### src/rtl/axis_pkg.sv
// Shared sizing helpers for the AXI4-Stream width converters.
// A wide beat is packed as {data, keep, last}; these functions size each field.
package axis_pkg;

  function automatic int unsigned keep_width(input int unsigned data_width);
    return data_width / 8;
  endfunction

  function automatic int unsigned beat_width(input int unsigned data_width);
    return data_width + keep_width(data_width) + 1;
  endfunction

endpackage

### src/rtl/axis_skid_buffer.sv
// One-entry skid buffer in front of an output register.
// o_ready is a pure flop output, so downstream ready never reaches upstream combinationally.
module axis_skid_buffer #(
  parameter int unsigned WIDTH = 1
) (
  input  logic             i_aclk,
  input  logic             i_aresetn,
  input  logic             i_valid,
  output logic             o_ready,
  input  logic [WIDTH-1:0] i_data,
  output logic             o_valid,
  input  logic             i_ready,
  output logic [WIDTH-1:0] o_data
);

  logic             r_out_valid;
  logic [WIDTH-1:0] r_out_data;
  logic             r_skid_valid;
  logic [WIDTH-1:0] r_skid_data;
  logic             w_out_free;
  logic             w_in_fire;

  assign w_out_free = !r_out_valid | i_ready;
  assign w_in_fire  = i_valid & !r_skid_valid;

  always_ff @(posedge i_aclk) begin
    if (!i_aresetn) begin
      r_out_valid  <= 1'b0;
      r_out_data   <= '0;
      r_skid_valid <= 1'b0;
    end else if (w_out_free) begin
      // The skid entry is always older than anything on the input.
      if (r_skid_valid) begin
        r_out_valid  <= 1'b1;
        r_out_data   <= r_skid_data;
        r_skid_valid <= 1'b0;
      end else begin
        r_out_valid <= w_in_fire;
        if (w_in_fire) begin
          r_out_data <= i_data;
        end
      end
    end else if (w_in_fire) begin
      r_skid_valid <= 1'b1;
    end
  end

  always_ff @(posedge i_aclk) begin
    if (!w_out_free && w_in_fire) begin
      r_skid_data <= i_data;
    end
  end

  assign o_ready = !r_skid_valid;
  assign o_valid = r_out_valid;
  assign o_data  = r_out_data;

endmodule

### src/rtl/axis_upsizer.sv
// AXI4-Stream width upsizer: packs RATIO narrow beats into one wide beat, flushing on tlast.
// Define AXIS_UPSIZER_SKID_EN to register s_tready behind a one-entry skid buffer.
module axis_upsizer
  import axis_pkg::*;
#(
  parameter int unsigned S_DATA_WIDTH = 64,
  parameter int unsigned RATIO        = 4
) (
  input  logic                                     aclk,
  input  logic                                     aresetn,
  input  logic                                     s_tvalid,
  output logic                                     s_tready,
  input  logic [S_DATA_WIDTH-1:0]                  s_tdata,
  input  logic [keep_width(S_DATA_WIDTH)-1:0]       s_tkeep,
  input  logic                                     s_tlast,
  output logic                                     m_tvalid,
  input  logic                                     m_tready,
  output logic [S_DATA_WIDTH*RATIO-1:0]            m_tdata,
  output logic [keep_width(S_DATA_WIDTH*RATIO)-1:0] m_tkeep,
  output logic                                     m_tlast
);

  localparam int unsigned M_DATA_WIDTH = S_DATA_WIDTH * RATIO;
  localparam int unsigned S_KEEP_WIDTH = keep_width(S_DATA_WIDTH);
  localparam int unsigned M_KEEP_WIDTH = keep_width(M_DATA_WIDTH);
  localparam int unsigned IDX_WIDTH    = (RATIO > 1) ? $clog2(RATIO) : 1;
  localparam logic [IDX_WIDTH-1:0] LAST_IDX = IDX_WIDTH'(RATIO - 1);

  typedef struct packed {
    logic [M_DATA_WIDTH-1:0] data;
    logic [M_KEEP_WIDTH-1:0] keep;
    logic                    last;
  } wide_beat_t;

  logic [IDX_WIDTH-1:0]    r_idx;
  logic [M_DATA_WIDTH-1:0] r_acc_data;
  logic [M_KEEP_WIDTH-1:0] r_acc_keep;
  logic                    w_completing;
  logic                    w_s_fire;
  logic                    w_load;
  logic                    w_m_valid;
  wide_beat_t              w_beat;
  wide_beat_t              w_m_beat;

  assign w_completing = (r_idx == LAST_IDX) | s_tlast;
  assign w_s_fire     = s_tvalid & s_tready;
  assign w_load       = w_s_fire & w_completing;

  // Lanes below idx come from the accumulator, lane idx is the live beat, the rest are empty.
  always_comb begin
    w_beat = '0;
    for (int unsigned l = 0; l < RATIO; l++) begin
      if (IDX_WIDTH'(l) < r_idx) begin
        w_beat.data[l*S_DATA_WIDTH +: S_DATA_WIDTH] = r_acc_data[l*S_DATA_WIDTH +: S_DATA_WIDTH];
        w_beat.keep[l*S_KEEP_WIDTH +: S_KEEP_WIDTH] = r_acc_keep[l*S_KEEP_WIDTH +: S_KEEP_WIDTH];
      end else if (IDX_WIDTH'(l) == r_idx) begin
        w_beat.data[l*S_DATA_WIDTH +: S_DATA_WIDTH] = s_tdata;
        w_beat.keep[l*S_KEEP_WIDTH +: S_KEEP_WIDTH] = s_tkeep;
      end
    end
    w_beat.last = s_tlast;
  end

  always_ff @(posedge aclk) begin
    if (!aresetn) begin
      r_idx      <= '0;
      r_acc_keep <= '0;
    end else if (w_s_fire) begin
      if (w_completing) begin
        r_idx      <= '0;
        r_acc_keep <= '0;
      end else begin
        r_idx <= r_idx + IDX_WIDTH'(1);
        for (int unsigned l = 0; l < RATIO; l++) begin
          if (r_idx == IDX_WIDTH'(l)) begin
            r_acc_keep[l*S_KEEP_WIDTH +: S_KEEP_WIDTH] <= s_tkeep;
          end
        end
      end
    end
  end

  // Data lanes need no reset: lanes at or above idx are never read.
  always_ff @(posedge aclk) begin
    if (w_s_fire && !w_completing) begin
      for (int unsigned l = 0; l < RATIO; l++) begin
        if (r_idx == IDX_WIDTH'(l)) begin
          r_acc_data[l*S_DATA_WIDTH +: S_DATA_WIDTH] <= s_tdata;
        end
      end
    end
  end

`ifdef AXIS_UPSIZER_SKID_EN
  logic                                w_skid_ready;
  logic [beat_width(M_DATA_WIDTH)-1:0] w_m_flat;

  assign s_tready = aresetn & w_skid_ready;

  axis_skid_buffer #(
    .WIDTH(beat_width(M_DATA_WIDTH))
  ) u_skid (
    .i_aclk   (aclk),
    .i_aresetn(aresetn),
    .i_valid  (w_load),
    .o_ready  (w_skid_ready),
    .i_data   (w_beat),
    .o_valid  (w_m_valid),
    .i_ready  (m_tready),
    .o_data   (w_m_flat)
  );

  assign w_m_beat = w_m_flat;
`else
  logic       r_m_valid;
  wide_beat_t r_m_beat;
  logic       w_out_free;

  // Only the completing beat needs a free output register.
  assign w_out_free = !r_m_valid | m_tready;
  assign s_tready   = aresetn & (w_out_free | !w_completing);

  always_ff @(posedge aclk) begin
    if (!aresetn) begin
      r_m_valid <= 1'b0;
      r_m_beat  <= '0;
    end else if (w_out_free) begin
      r_m_valid <= w_load;
      if (w_load) begin
        r_m_beat <= w_beat;
      end
    end
  end

  assign w_m_valid = r_m_valid;
  assign w_m_beat  = r_m_beat;
`endif

  assign m_tvalid = w_m_valid;
  assign m_tdata  = w_m_beat.data;
  assign m_tkeep  = w_m_beat.keep;
  assign m_tlast  = w_m_beat.last;

endmodule

### config.mk
export PLATFORM = sky130hd
export DESIGN_NAME = axis_upsizer
export DESIGN_NICKNAME = d
export VERILOG_FILES = /design/src/rtl/axis_pkg.sv /design/src/rtl/axis_skid_buffer.sv /design/src/rtl/axis_upsizer.sv
export SDC_FILE = /design/constraint.sdc
export NUM_CORES = 1
export LEC_CHECK = 0
export CORE_AREA = 8 8 196 198
export DETAILED_ROUTE_END_ITERATION = 8
export DIE_AREA = 0 0 204 206
export GPL_ROUTABILITY_DRIVEN = 0
export PLACE_DENSITY = 0.84
export SETUP_SLACK_MARGIN = 0.02
export SLEW_MARGIN = 10
export SYNTH_ARGS = -nofsm -noshare
export SYNTH_HDL_FRONTEND = slang
export SYNTH_SLANG_ARGS = --single-unit
### constraint.sdc
create_clock -name aclk -period 6.7 [get_ports aclk]
set_clock_uncertainty 0.15 [all_clocks]
set_input_delay 1.34 -clock aclk [delete_from_list [all_inputs] [get_ports aclk]]
set_output_delay 1.34 -clock aclk [all_outputs]
set_load 0.03 [all_outputs]
Yosys cells after proc, flatten, opt, wreduce, memory -nomap -nowiden. Index checks and enable logic that the tools add are counted.

Register bits: 580. Bits of input ports: 77. Output and inout port bits: 291. Word-level logic and storage cells: 69.

$add $sub $neg: 1. Order comparisons: 4. Equality and inequality tests: 6. Muxes and demuxes: 22. Bitwise logic cells: 6. Reductions and logical operators: 17.

Operators by type and width (count): two-way mux 64 bit (8); two-way mux 8 bit (12); two-way mux 32 bit (1); AND reduction 2 bit (9); nonzero test 2 bit (4); equality test 2 bit, first input constant (2); equality test 2 bit, second input constant (2); < comparator 1 x 2 -> 1 bit, first input constant (2); < comparator 2 bit, first input constant (2); bitwise AND 1 bit (3); bitwise OR 1 bit (3); adder 2 x 1 -> 2 bit, second input constant (1); equality test 1 x 2 -> 1 bit, first input constant (1); equality test 2 x 1 -> 1 bit, second input constant (1); zero test 1 bit (2); zero test 2 bit (1); two-way mux 2 bit (1); logical AND 1 bit (1).

Longest topological paths before layout.
Word-level depth: 8. Depth in mapped cells: 9. Mapped depth without buffers: 6.

Worst setup path before layout. OpenSTA, ideal clock, no wires.

Path type: input-to-output. From: in aresetn. To: out s_tready. Data arrival time: 2.194 ns. Required time: 5.210 ns. Setup slack: 3.016 ns. Stages on the path: 3. Path buffers: 2. Cell sequence: clkbuf_1 > clkbuf_1 > o21a_1.

Cells in the longest elaborated chain, start to end: 1.

Ends and longest elaborated chain: start: declaration (RTL line axis_upsizer.sv:10) `input logic aresetn,`; bitwise AND 1 bit (RTL line axis_upsizer.sv:121) `assign s_tready = aresetn & (w_out_free | !w_completing);`; end: declaration (RTL line axis_upsizer.sv:12) `output logic s_tready,`.

Every way passes these cells.

Worst setup path in the final report.
From: reg r_idx[1]. To: out s_tready.

Cells in the longest elaborated chain, start to end: 5.

Ends and longest elaborated chain: start: declaration (RTL line axis_upsizer.sv:35) `logic [IDX_WIDTH-1:0] r_idx;`; start signal: assignment (RTL line axis_upsizer.sv:73) `r_idx <= r_idx + IDX_WIDTH'(1);`; equality test 2 bit (RTL line axis_upsizer.sv:45) `assign w_completing = (r_idx == LAST_IDX) | s_tlast;`; bitwise OR 1 bit (RTL line axis_upsizer.sv:45); zero test 1 bit (RTL line axis_upsizer.sv:121); bitwise OR 1 bit (RTL line axis_upsizer.sv:121); bitwise AND 1 bit (RTL line axis_upsizer.sv:121).

Every way passes these cells.

==> qor.tcl <==
set qor(status) {finished clean}
set qor(die_w_um) 204
set qor(synth_top_cell_by_area) {sky130_fd_sc_hd__dfxtp_1}
set qor(top_ff_cell_synth) {sky130_fd_sc_hd__dfxtp_1}
set qor(place.detailed.hpwl_um) 32300
set qor(post_synth_mux_area_share) 0.03701
set qor(yosys.area_share.xor_xnor) 0
set qor(post_synth_instance_area_um2) 19470
set qor(routed_wl_um) 53720
set qor(timing.final.crit_period_ns) 4.928
set qor(hold_viol_final) 0
set qor(critical-path-top-delay-family) {flip-flops}
set qor(crit_fanout) 77
set qor(clk_pin_slew_worst_paths_ns) 0.06
set qor(route.antenna.remaining_nets) 0
set qor(peakVddDrop_mv) 0.2025
set qor(crit_path_cell_trace) {ha_4 -> nor2_1 -> o21a_1 -> clkdlybuf4s50_1}
set qor(tritoncts) {yes}
set qor(area_growth_syn_to_layout_pct) 27.49
set qor(post-route-period-util) 0.7355
set qor(synth_top_cells_by_area) {sky130_fd_sc_hd__dfxtp_1 (32%), sky130_fd_sc_hd__edfxtp_1 (30%), sky130_fd_sc_hd__o211a_1 (7.3%)}
set qor(placementRows) 69
set qor(grt_setup_unrepaired) {no}
set qor(buffer_ports.inserted) 367
set qor(placeableCoreArea_um2) 35220
set qor(drt-pass1-iter-count) 5
set qor(groute.usage.overall) 0.2450
set qor(yosys.area_share.simple) 0.1293
set qor(cts_post_setup_buffers_inserted) 0
set qor(slew_viol_final) 0
set qor(fmaxAchievable_mhz) 202.9
set qor(postSynthRegisterBits) 508
set qor(overflow) 0
set qor(max-slew-margin-rel) 0.2466
set qor(design.portCount) 368
set qor(cts_root_buf) {sky130_fd_sc_hd__clkbuf_16}
set qor(total_power_uw) 6671
set qor(powerDensity_nw_per_um2) 268.8
set qor(antenna_found_initial) 0
set qor(synthesized_nets) 1765
set qor(grt_first_pass_wirelength_um) 82880
set qor(maximum_number_of_pins_on_one_net_before_global_route_repair) 130
set qor(timing.critical_path.buf_inv) 1
set qor(synth_edf_count) 192
set qor(grt_pass1_vias) 14595
set qor(postCtsResizedCells) 0
set qor(post_route_cells_drive_above_1_share) 0.04798
set qor(arrival_ns) 3.44
set qor(die_y_um) 206
set qor(die-area_um2) 42020
set qor(timing.hold.worst.class) {flip-flop to flip-flop}
set qor(layout.core_utilization) 0.7047
set qor(yosys_warnings) 0
set qor(tritoncts.num_buffers) 49
set qor(synth_sequential_area_ratio) 0.6210
set qor(finish.net_count) 2041
set qor(timing.max_cap.violations) 0
set qor(crit_path_start) {r_idx[1]$_SDFFE_PN0P_}
set qor(final-setup-viol-count) 0
set qor(critical_path.max_stage_delay_ns) 1.06
set qor(vias_per_cell) 5.966
set qor(timing.critical_path.required_ns) 5.21
set qor(timing.critical_path.slowest_stage_cell) {sky130_fd_sc_hd__dfxtp_4}
set qor(floorplan.initialDensity) 0.5528
set qor(pre_cts_slack_ns) 1.898
set qor(p_leak_uw) 0.009953
set qor(synth_compound_gate_area_share) 0.1736
set qor(setup.worst_path.end_class) {output pin}
set qor(clkLatencyLatePin_ns) 0.56
set qor(post_drt_wl_per_cell_um) 21.80
set qor(tightest_slew_ns) 1.128
set qor(final.setup.tns_ns) 0
set qor(worstReg2RegStart) {r_idx[1]$_SDFFE_PN0P_}
set qor(drcViolationCount) 0
set qor(post-synth-top-area-fraction) 0.3249
set qor(critical_path_class) {flip-flop to output pin}
set qor(timing.hold.worst.start) {m_tdata[253]$_SDFFE_PN0P_}
set qor(post_synth_fa_ha_maj_area_fraction) 0.002570
set qor(numClockSinks) 508
set qor(drt-initial-drc-count) 1058
set qor(synth_cells) 1684
set qor(main_combinational_cell_family_by_area_after_synthesis) {compound AO/OA/AOI/OAI gates}
set qor(start_kind) {flip-flop}
set qor(ys_async_sr_fraction) 0
set qor(holdBufCountCts) 0
set qor(layout_setup_ws_ns) 1.772
set qor(postSynthAreaPerCell_um2) 11.56
set qor(max-clock-path-buffers) 3
set qor(yosys.cell_types.count) 29
set qor(vias) 14700
set qor(htreeDepth) 2
## cells in the mapped netlist, types with 26 or more instances
library cell	n
sky130_fd_sc_hd__edfxtp_1	192
sky130_fd_sc_hd__nand3_1	74
sky130_fd_sc_hd__buf_2	58
sky130_fd_sc_hd__nand2_1	288
sky130_fd_sc_hd__nor2b_1	26
sky130_fd_sc_hd__a21boi_0	55
sky130_fd_sc_hd__nor2_1	75
sky130_fd_sc_hd__mux2i_1	72
sky130_fd_sc_hd__o211ai_1	73
sky130_fd_sc_hd__dfxtp_1	316
sky130_fd_sc_hd__nor3b_1	74
sky130_fd_sc_hd__clkbuf_1	87
sky130_fd_sc_hd__o211a_1	142
sky130_fd_sc_hd__a221oi_1	74
## area by class of cell
| type | instances | area (um^2) |
|---|---|---|
| Timing Repair Buffer | 385 | 3850 |
| Tap cell | 461 | 576.8 |
| Clock inverter | 12 | 111.4 |
| Inverter | 2 | 7.507 |
| Fill cell | 2483 | 10400 |
| Sequential cell | 508 | 12100 |
| Clock buffer | 80 | 1455 |
| Multi-Input combinational cell | 1014 | 6723 |
| Antenna cell | 2 | 5.005 |
## worst min-delay path: cells and delay by family (launching register included)
kind / cells / cell delay (ns)
AND/OR/NAND/NOR: 1 / 0.05
AO/OA/AOI/OAI: 1 / 0.05
flip-flops: 1 / 0.31
## per-stage QoR
stage / hold slack (ns) / instances / area, um^2
2_1_floorplan: 0.3251 / 1684 / 19470
3_3_place_gp: 0.2863 / 2370 / 23250
3_5_place_dp: 0.2944 / 2370 / 23250
4_1_cts: 0.3055 / 2462 / 24820
5_1_grt: 0.3197 / 2462 / 24820
6_report: 0.3046 / 2464 / 24820
## power breakdown
group          switching (uW)  internal [uW]  leakage, uW
combinational             399            261      0.00487
sequential               45.9           3290      0.00431
clock                    1120           1560     0.000768
total                    1560           5110      0.00995
## cells in the final DEF, fill, tap and decap left out, drive strengths merged
master	synthesis	layout
ha	4	4
a221oi	74	74
and3b	1	1
nor3b	74	74
mux2i	72	72
and3	3	3
bufinv	0	2
or3	3	3
nor2	75	75
clkbuf	87	81
nand2b	1	1
nand2	288	288
dfxtp	316	316
buf	73	18
edfxtp	192	192
nand3b	1	1
a21boi	76	76
o21a	1	1
nor2b	26	26
diode	0	2
a22oi	24	24
clkdlybuf4s50	0	366
inv	2	3
clkinv	0	9
nand3	74	74
o211ai	73	73
o21ai	1	1
and2	1	1
o211a	142	142
## flip-flops by register name, indices dropped and copies added, names as in the netlist
register / count
m_tdata: 256
m_tkeep: 32
m_tlast: 1
m_tvalid: 1
r_acc_data: 192
r_acc_keep: 24
r_idx: 2
## kinds of logic (layout without fill, tap and decap cells)
family,count (synthesis),after routing
adder cells (fa/ha/maj),4,4
other,0,2
multiplexers,72,72
AND/OR/NAND/NOR,547,547
flip-flops,508,508
AO/OA/AOI/OAI,391,391
buffers and inverters,162,479
## worst paths after layout
check,end,cells after the start,slack [ns]
worst min register to register,m_tdata[253]$_SDFFE_PN0P_,2,0.30
worst min-delay path,m_tdata[253]$_SDFFE_PN0P_,2,0.30
worst max-delay path,s_tready,4,1.77
worst max register to register,m_tdata[222]$_SDFFE_PN0P_,6,2.51
## per-layer routing
metal | track usage | wire [um] | vias up
met3 | 0.08056 | 5228 | 96
met4 | 0.07791 | 1410 | 0
met1 | 0.3025 | 21290 | 7290
met2 | 0.4039 | 25790 | 581
li1 | - | - | 6733
met5 | 0 | 0 | -
Power figures use the tool's default switching activity.
